$ cat src/rtl/calc_pkg.sv
// -----------------------------------------------------------------------------
// calc_pkg
// Shared definitions for the calculator datapath: keycodes produced by the
// keypad encoder, operator codes understood by calcCoreLogic, the keypad
// scanner state encoding and the key-matrix helper functions.
// No ports (package).
// -----------------------------------------------------------------------------
package calc_pkg;

   // Digit keys are {DIGIT_PREFIX, value[3:0]}
   localparam logic       DIGIT_PREFIX = 1'b1;

   // calcCoreLogic operator codes, also the low bits of the operator keycodes
   localparam logic [1:0] OP_ADD = 2'b01;
   localparam logic [1:0] OP_MUL = 2'b10;
   localparam logic [1:0] OP_SUB = 2'b11;

   localparam logic [4:0] KEY_ADD = {3'b010, OP_ADD};
   localparam logic [4:0] KEY_MUL = {3'b010, OP_MUL};
   localparam logic [4:0] KEY_SUB = {3'b010, OP_SUB};
   localparam logic [4:0] KEY_SQR = 5'b01100;
   localparam logic [4:0] KEY_EQ  = 5'b00100;
   localparam logic [4:0] KEY_CE  = 5'b00001;
   localparam logic [4:0] KEY_DEL = 5'b00010;
   localparam logic [4:0] KEY_CA  = 5'b00011;

   typedef enum logic [1:0] {
      SCAN     = 2'd0,
      DEBOUNCE = 2'd1,
      EMIT     = 2'd2,
      RELEASE  = 2'd3
   } keypadState_t;

   // True when exactly one (active-low) column is pulled down
   function automatic logic oneColLow(input logic [3:0] col);
      logic hit;
      case (col)
         4'b1110, 4'b1101, 4'b1011, 4'b0111: hit = 1'b1;
         default:                            hit = 1'b0;
      endcase
      return hit;
   endfunction

   // Index of the low column; only meaningful when oneColLow() is true
   function automatic logic [1:0] lowColIndex(input logic [3:0] col);
      logic [1:0] idx;
      case (col)
         4'b1101: idx = 2'd1;
         4'b1011: idx = 2'd2;
         4'b0111: idx = 2'd3;
         default: idx = 2'd0;
      endcase
      return idx;
   endfunction

   // Key index (row*4 + col) to keycode
   function automatic logic [4:0] keyEncode(input logic [4:0] idx);
      logic [4:0] code;
      code = {DIGIT_PREFIX, idx[3:0]};
      case (idx)
         5'd16:   code = KEY_ADD;
         5'd17:   code = KEY_MUL;
         5'd18:   code = KEY_SUB;
         5'd19:   code = KEY_SQR;
         5'd20:   code = KEY_EQ;
         5'd21:   code = KEY_CE;
         5'd22:   code = KEY_DEL;
         5'd23:   code = KEY_CA;
         default: ;
      endcase
      return code;
   endfunction

endpackage

$ cat src/rtl/keypad_sync_debounce.sv
// -----------------------------------------------------------------------------
// keypad_sync_debounce
// Two-flop synchronizer for the keypad columns plus a saturating counter that
// measures how long the synchronized columns have matched a reference pattern.
//   clock    in   system clock
//   reset    in   asynchronous active-low reset
//   col_in   in   raw keypad columns (active-low, asynchronous)
//   enable   in   counter runs only while high; cleared otherwise
//   pattern  in   reference column pattern to match
//   colS     out  synchronized columns
//   match    out  colS equals pattern this cycle
//   stable   out  pattern held for DEBOUNCE_CYCLES consecutive samples
// -----------------------------------------------------------------------------
module keypad_sync_debounce #(
   parameter int DEBOUNCE_CYCLES = 100000
) (
   input  logic       clock,
   input  logic       reset,
   input  logic [3:0] col_in,
   input  logic       enable,
   input  logic [3:0] pattern,
   output logic [3:0] colS,
   output logic       match,
   output logic       stable
);

   localparam int               CNT_W   = (DEBOUNCE_CYCLES > 2) ? $clog2(DEBOUNCE_CYCLES) : 1;
   localparam logic [CNT_W-1:0] CNT_MAX = CNT_W'(DEBOUNCE_CYCLES - 1);

   logic [3:0]       colMeta_p0;
   logic [3:0]       colSync_p1;
   logic [CNT_W-1:0] stableCnt;

   function automatic logic [CNT_W-1:0] satInc(input logic [CNT_W-1:0] v);
      return (v == CNT_MAX) ? v : v + 1'b1;
   endfunction

   // Stage p0/p1: synchronizer; idle keypad reads all-high
   always_ff @(posedge clock or negedge reset) begin
      if (!reset) begin
         colMeta_p0 <= 4'b1111;
         colSync_p1 <= 4'b1111;
      end else begin
         colMeta_p0 <= col_in;
         colSync_p1 <= colMeta_p0;
      end
   end

   assign colS  = colSync_p1;
   assign match = (colSync_p1 == pattern);

   always_ff @(posedge clock or negedge reset) begin
      if (!reset) begin
         stableCnt <= '0;
      end else if (!enable || !match) begin
         stableCnt <= '0;
      end else begin
         stableCnt <= satInc(stableCnt);
      end
   end

   assign stable = enable && match && (stableCnt == CNT_MAX);

endmodule

$ cat src/rtl/keypad_encoder.sv
// -----------------------------------------------------------------------------
// keypad_encoder
// Scans a 6x4 active-low key matrix, debounces press and release, and emits a
// 5-bit keycode with a one-cycle newkey strobe for calcCoreLogic.
//   clock      in   system clock
//   reset      in   asynchronous active-low reset
//   row_drive  out  row strobes, active-low, one-hot-zero
//   col_in     in   columns, active-low, asynchronous
//   newkey     out  one-cycle strobe: keycode is valid and new
//   keycode    out  encoded key, changes only with newkey
// Build option: define KEYPAD_REPEAT_EN for auto-repeat while a key is held.
// -----------------------------------------------------------------------------
module keypad_encoder
   import calc_pkg::*;
#(
   parameter int SCAN_DIV        = 1000,
   parameter int DEBOUNCE_CYCLES = 100000,
   parameter int REPEAT_CYCLES   = 2500000
) (
   input  logic       clock,
   input  logic       reset,
   output logic [5:0] row_drive,
   input  logic [3:0] col_in,
   output logic       newkey,
   output logic [4:0] keycode
);

   localparam int               DIV_W    = $clog2(SCAN_DIV);
   localparam logic [DIV_W-1:0] DIV_LAST = DIV_W'(SCAN_DIV - 1);

   if (SCAN_DIV < 4 || DEBOUNCE_CYCLES < 2 || REPEAT_CYCLES < 2) begin : gParamCheck
      $error("keypad_encoder: parameter below its minimum");
   end

   keypadState_t     state, nextState;
   logic [2:0]       rowIdx, rowNext;
   logic [1:0]       colIdx, colNext;
   logic [3:0]       colLatched, colLatchedNext;
   logic [DIV_W-1:0] divCnt, divNext;
   logic [3:0]       colS;
   logic [3:0]       dbPattern;
   logic             dbEnable;
   logic             match;
   logic             stable;
   logic             repFire;
   logic             newkeyNext;

   function automatic logic [2:0] nextRow(input logic [2:0] r);
      return (r == 3'd5) ? 3'd0 : r + 3'd1;
   endfunction

   // One counter serves both press debounce (latched pattern) and release
   // debounce (all columns high).
   assign dbEnable  = (state == DEBOUNCE) || (state == RELEASE);
   assign dbPattern = (state == RELEASE) ? 4'b1111 : colLatched;

   keypad_sync_debounce #(
      .DEBOUNCE_CYCLES (DEBOUNCE_CYCLES)
   ) u_syncDebounce (
      .clock   (clock),
      .reset   (reset),
      .col_in  (col_in),
      .enable  (dbEnable),
      .pattern (dbPattern),
      .colS    (colS),
      .match   (match),
      .stable  (stable)
   );

   assign row_drive = ~(6'd1 << rowIdx);

   always_ff @(posedge clock or negedge reset) begin
      if (!reset) begin
         state      <= SCAN;
         rowIdx     <= 3'd0;
         colIdx     <= 2'd0;
         colLatched <= 4'b1111;
         divCnt     <= '0;
         newkey     <= 1'b0;
         keycode    <= 5'b00000;
      end else begin
         state      <= nextState;
         rowIdx     <= rowNext;
         colIdx     <= colNext;
         colLatched <= colLatchedNext;
         divCnt     <= divNext;
         newkey     <= newkeyNext;
         // Row and column are still the latched ones on the DEBOUNCE->EMIT edge
         if (nextState == EMIT) begin
            keycode <= keyEncode({rowIdx, colIdx});
         end
      end
   end

   always_comb begin
      nextState      = state;
      rowNext        = rowIdx;
      colNext        = colIdx;
      colLatchedNext = colLatched;
      divNext        = '0;
      case (state)
         SCAN: begin
            if (divCnt == DIV_LAST) begin
               if (oneColLow(colS)) begin
                  nextState      = DEBOUNCE;
                  colNext        = lowColIndex(colS);
                  colLatchedNext = colS;
               end else begin
                  rowNext = nextRow(rowIdx);
               end
            end else begin
               divNext = divCnt + 1'b1;
            end
         end
         DEBOUNCE: begin
            if (!match) begin
               nextState = SCAN;
               rowNext   = nextRow(rowIdx);
            end else if (stable) begin
               nextState = EMIT;
            end
         end
         EMIT: begin
            nextState = RELEASE;
         end
         RELEASE: begin
            if (stable) begin
               nextState = SCAN;
               rowNext   = nextRow(rowIdx);
            end
         end
         default: begin
            nextState = SCAN;
         end
      endcase
      newkeyNext = (nextState == EMIT) || repFire;
   end

`ifdef KEYPAD_REPEAT_EN
   localparam int               REP_W    = (REPEAT_CYCLES > 2) ? $clog2(REPEAT_CYCLES) : 1;
   localparam logic [REP_W-1:0] REP_LAST = REP_W'(REPEAT_CYCLES - 1);

   logic [REP_W-1:0] repCnt;
   logic             repRun;

   // Counting starts in EMIT so repeat strobes land REPEAT_CYCLES apart from
   // the first strobe.
   assign repRun  = ((state == EMIT) || (state == RELEASE)) && (colS == colLatched);
   assign repFire = (state == RELEASE) && repRun && (repCnt == REP_LAST);

   always_ff @(posedge clock or negedge reset) begin
      if (!reset) begin
         repCnt <= '0;
      end else if (!repRun || repFire) begin
         repCnt <= '0;
      end else if (repCnt != REP_LAST) begin
         repCnt <= repCnt + 1'b1;
      end
   end
`else
   assign repFire = 1'b0;
`endif

endmodule

$ cat config.mk
export PLATFORM = sky130hd
export DESIGN_NAME = keypad_encoder
export DESIGN_NICKNAME = d
export VERILOG_FILES = /design/src/rtl/calc_pkg.sv /design/src/rtl/keypad_sync_debounce.sv /design/src/rtl/keypad_encoder.sv
export SDC_FILE = /design/constraint.sdc
export NUM_CORES = 1
export LEC_CHECK = 0
export BUFFER_PORTS_ARGS = -buffer_cell sky130_fd_sc_hd__buf_2
export CAP_MARGIN = 15
export CORE_MARGIN = 2
export CORE_UTILIZATION = 60
export DETAILED_ROUTE_END_ITERATION = 10
export PLACE_DENSITY = 0.82
export SYNTH_ARGS = -nofsm -noshare
export SYNTH_HDL_FRONTEND = slang
export SYNTH_SLANG_ARGS = --single-unit
$ cat constraint.sdc
create_clock -name clock -period 3.42 [get_ports clock]
set_clock_uncertainty 0.2 [all_clocks]
set_input_delay 0.342 -clock clock [delete_from_list [all_inputs] [get_ports clock]]
set_output_delay 0.342 -clock clock [all_outputs]
set_load 0.05 [all_outputs]
==> results_tabular.tex <==
\begin{tabular}{lr}
\hline
Metric & Value \\
\hline
\multicolumn{2}{l}{\textbf{Outcome}} \\
\quad Status & finished with violations \\
\quad Violated checks & hold timing \\
\multicolumn{2}{l}{\textbf{Drt}} \\
\quad Routed len/inst & 14.0 µm \\
\quad Count of unresolved DRC violations after routing & 0 \\
\quad First DRT Iteration DRCs & 84 \\
\quad Vias after detailed routing & between 1,500 and 2,000 \\
\quad Number of vias per cell & roughly 5.7 \\
\quad Pre-antenna DRT Iters & 4 \\
\quad Remaining antenna violation count after routing & 0 \\
\quad Total detailed-routing wirelength & about 4.4 mm \\
\multicolumn{2}{l}{\textbf{Finish}} \\
\quad Area added between synthesis and finish & 8.55\% \\
\quad Number of nets in the final layout & 271 \\
\quad Antenna cell count & 0 \\
\quad Fraction of layout cells with a size suffix above 1 & 0.217 \\
\multicolumn{2}{l}{\textbf{Worst setup path}} \\
\quad Type of origin of the critical path & register \\
\quad Crit path cell chain & ha\_1 -> and4\_1 -> nand4\_2 -> or3\_4 -> nor3\_4 -> mux2\_4 \\
\quad Kind of cell adding the most delay to the critical path & simple AND/OR/NAND/NOR gates \\
\quad Required time of the worst setup path & between 3 and 4 ns \\
\quad Worst Setup Path Type & reg2reg \\
\quad Crit Path Max Fanout & 11 \\
\quad Peak per-stage delay on the critical path & $\sim$0.48 ns \\
\quad Slowest cell on the critical path & sky130\_fd\_sc\_hd\_\_or3\_4 \\
\quad Data arrival time of the critical path & 2.64 ns \\
\quad Stages on the worst setup path & 6 \\
\quad Buffer and inverter count on the worst path & 0 \\
\quad Endpoint kind of the worst setup timing path & register \\
\quad Register-to-Register Path Depth & 6 \\
\multicolumn{2}{l}{\textbf{Hold path}} \\
\quad Hold Path Class & in2async \\
\multicolumn{2}{l}{\textbf{Yosys}} \\
\quad Post-synth design cell area & 2620 µm² \\
\quad Post-synth ARST share & 1.00 \\
\quad Proportion of synthesized area in mux cells & 0.0649 \\
\quad Instance count of the mapped netlist & around 250 \\
\quad Top cell type's share of synthesized area & 0.382 \\
\quad Number of enable-type register cells in the synthesized netlist & 0 \\
\quad Post-synthesis sequential element count & 52 \\
\quad Most frequently used cell type in the post-synthesis netlist & sky130\_fd\_sc\_hd\_\_dfrtp\_1 \\
\quad Portion of the post-synthesis area used by sequential elements & 0.502 \\
\quad Fraction of the mapped netlist area in adder cells & 0.0143 \\
\quad Yosys synthesis warning count & 0 \\
\quad Top\_reg\_cell synth & sky130\_fd\_sc\_hd\_\_dfrtp\_1 \\
\quad Post-Synth XOR/XNOR Area & 0.100 \\
\quad Unique cell type count in the Yosys netlist & 49 \\
\quad Biggest area contributors in the synthesized netlist & sky130\_fd\_sc\_hd\_\_dfrtp\_1 (38\%), sky130\_fd\_sc\_hd\_\_dfstp\_2 (12\%), sky130\_fd\_sc\_hd\_\_xor2\_1 (6.0\%) \\
\quad Mean Syn Cell Area & 10.7 µm² \\
\quad Synth Area in Simple Gates & 0.199 \\
\quad Largest family of logic cells by synthesized area & simple AND/OR/NAND/NOR gates \\
\quad Net count after synthesis & 254 \\
\quad Commonest cells post-synth & sky130\_fd\_sc\_hd\_\_dfrtp\_1 (40), sky130\_fd\_sc\_hd\_\_nor2\_1 (30), sky130\_fd\_sc\_hd\_\_xor2\_1 (18) \\
\quad Compound-gate portion of the synthesized area & 0.0869 \\
\quad Cell accounting for the most synthesized area & sky130\_fd\_sc\_hd\_\_dfrtp\_1 \\
\multicolumn{2}{l}{\textbf{Die}} \\
\quad Placeable core area & 4290 µm² \\
\quad Horizontal die dimension & 70.1 µm \\
\quad Number of top-level pins & 18 \\
\quad Number of standard-cell rows in the floorplan & 24 \\
\quad Full die area & 4910 µm² \\
\quad Initial core utilization & 0.610 \\
\quad Die Span Y & 70.1 µm \\
\multicolumn{2}{l}{\textbf{Global routing}} \\
\quad Number of antenna violations at the first check in global routing & 0 \\
\quad Total congestion overflow & 0 \\
\quad Maximum number of pins on one net before global-route repair & 47 \\
\quad Global-route wire length before repair & 7.95 mm \\
\quad Total GRT Usage & 0.204 \\
\quad Number of global-route vias before repair & 1,776 \\
\multicolumn{2}{l}{\textbf{STA}} \\
\quad Final Setup Violations & 0 \\
\quad Final setup slack of the worst path & between 0.7 and 0.8 ns \\
\quad Final number of hold-violating endpoints & 36 \\
\quad Post-route worst hold slack & -0.0208 ns \\
\quad Transition time of the tightest slew-check pin & 0.973 ns \\
\quad Final-report max-slew violation count & 0 \\
\quad Sum of negative setup slack & 0 ns \\
\quad Post-layout min period & 2.64 ns \\
\quad Relative slew slack & 0.351 \\
\quad RSZ-0062 raised after global routing & no \\
\quad Ratio of final minimum period to clock period & 0.772 \\
\quad Highest attainable clock frequency & 379 MHz \\
\multicolumn{2}{l}{\textbf{Clocking}} \\
\quad Clock H-tree levels & 2 \\
\quad Clock insertion delay at the later pin of the skew report & $\sim$0.31 ns \\
\quad Total clock buffers created by CTS & 5 \\
\quad Root buffer cell & sky130\_fd\_sc\_hd\_\_clkbuf\_8 \\
\quad Post-cts repair resize count & 0 \\
\quad Clock Pin Slew Worst Setup and Hold Paths & roughly 0.1 ns \\
\quad Largest buffer count on any clock path & 2 \\
\quad CTS tree & yes \\
\quad Number of clock sinks seen by CTS & 52 \\
\multicolumn{2}{l}{\textbf{Power}} \\
\quad Power density relative to cell area & 354 nW/µm² \\
\quad Maximum ir drop on the vdd rail & 347 µV \\
\quad Final total power & 1010 µW \\
\quad Lkg Pwr & 0.00121 µW \\
\multicolumn{2}{l}{\textbf{Placement}} \\
\quad I/O Buffers & 17 \\
\quad Detailed-placement wirelength estimate & 3.00 mm \\
\quad Worst slack, placed & roughly 0.80 ns \\
\quad Final weighted congestion in routability-driven placement & 0.787 \\
\multicolumn{2}{l}{\textbf{Flow run}} \\
\quad Max-cap viol count & 0 \\
\hline
\end{tabular}
cell usage in the layout, fill, tap and decap left out, types with 2 or more instances in the layout:
cell type                       count
sky130_fd_sc_hd__dfrtp_1           40
sky130_fd_sc_hd__nor2_1            30
sky130_fd_sc_hd__xor2_1            18
sky130_fd_sc_hd__buf_2             17
sky130_fd_sc_hd__nand3_1           13
sky130_fd_sc_hd__xnor2_1           12
sky130_fd_sc_hd__dfstp_2           12
sky130_fd_sc_hd__nand2_1           10
sky130_fd_sc_hd__o21ai_0           10
sky130_fd_sc_hd__mux2_2             8
sky130_fd_sc_hd__a21oi_1            7
sky130_fd_sc_hd__inv_1              6
sky130_fd_sc_hd__nor3_1             6
sky130_fd_sc_hd__or3_1              5
sky130_fd_sc_hd__clkbuf_8           5
sky130_fd_sc_hd__nand4_1            4
sky130_fd_sc_hd__and3_1             4
sky130_fd_sc_hd__and2_1             4
sky130_fd_sc_hd__mux2_4             4
sky130_fd_sc_hd__dlygate4sd3_1      4
sky130_fd_sc_hd__and4_1             3
sky130_fd_sc_hd__o211ai_1           3
sky130_fd_sc_hd__ha_1               3
sky130_fd_sc_hd__nand2b_1           2
sky130_fd_sc_hd__a32o_1             2
sky130_fd_sc_hd__or2_2              2
sky130_fd_sc_hd__nor4_1             2
sky130_fd_sc_hd__o2111ai_1          2
sky130_fd_sc_hd__mux2i_1            2
sky130_fd_sc_hd__clkinvlp_4         2
metrics by stage:
step                hold WS (ns)  cell area [µm²]  cells   util
CTS                       0.0224             2840    315  0.662
finish                   -0.0208             2840    315  0.662
detailed placement         0.147             2720    303  0.633
floorplan                 -0.154             2620    245      -
global placement           0.145             2720    303  0.633
global route              0.0807             2840    315  0.662
path summary, 6_finish.rpt:
check	start	end	slack [ns]
setup / recovery	u_syncDebounce.stableCnt[0]$_DFFE_PN0N_	keycode[2]$_DFFE_PN0N_	0.78
hold / removal	reset	divCnt[7]$_DFF_PN0_	-0.02
setup reg to reg	u_syncDebounce.stableCnt[0]$_DFFE_PN0N_	keycode[2]$_DFFE_PN0N_	0.78
hold reg to reg	u_syncDebounce.colMeta_p0[0]$_DFF_PN1_	u_syncDebounce.colS[0]$_DFF_PN1_	0.16
max in group asynchronous	reset	u_syncDebounce.colS[0]$_DFF_PN1_	2.28
min in group clock	u_syncDebounce.colMeta_p0[0]$_DFF_PN1_	u_syncDebounce.colS[0]$_DFF_PN1_	0.16
sequential cells by signal (all words and copies together), names as in the netlist:
register                   count
colLatched                     4
colIdx                         2
rowIdx                         3
u_syncDebounce.colMeta_p0      4
keycode                        5
u_syncDebounce.colS            4
u_syncDebounce.stableCnt      17
divCnt                        10
state                          2
newkey                         1
routing by layer:
metal	wire length [µm]	vias up	global-route usage
li1	-	883	-
met1	2120	869	0.266
met5	0	-	0
met2	2090	40	0.327
met3	158	6	0.0519
met4	55	0	0.0833
cell families after synthesis:
logic type / count (synthesis)
compound gates: 34
xor+xnor: 30
fa+ha+maj: 3
buf+inv: 18
flops: 52
mux: 14
simple gates: 94
power by group:
part / leakage, µW / internal [µW] / switching, µW
logic: 0.000504 / 13.1 / 18.8
clock network: 0.0000378 / 142 / 201
registers: 0.000670 / 624 / 7.89
total: 0.00121 / 778 / 228
area by class of cell:
class	instances	area (µm²)
Fill cell	319	1450
Sequential cell	52	1320
Multi-Input combinational cell	175	1220
Timing Repair Buffer	22	133
Clock buffer	5	68.8
Tap cell	52	65.1
Inverter	6	22.5
Clock inverter	3	18.8
timing repair:
item                                   4_1_cts  5_1_grt
endpoints found under the hold margin        4        0
buffers inserted                             0        0
hold buffers                                 4        0
No activity file was read; power rests on OpenSTA's default activity.
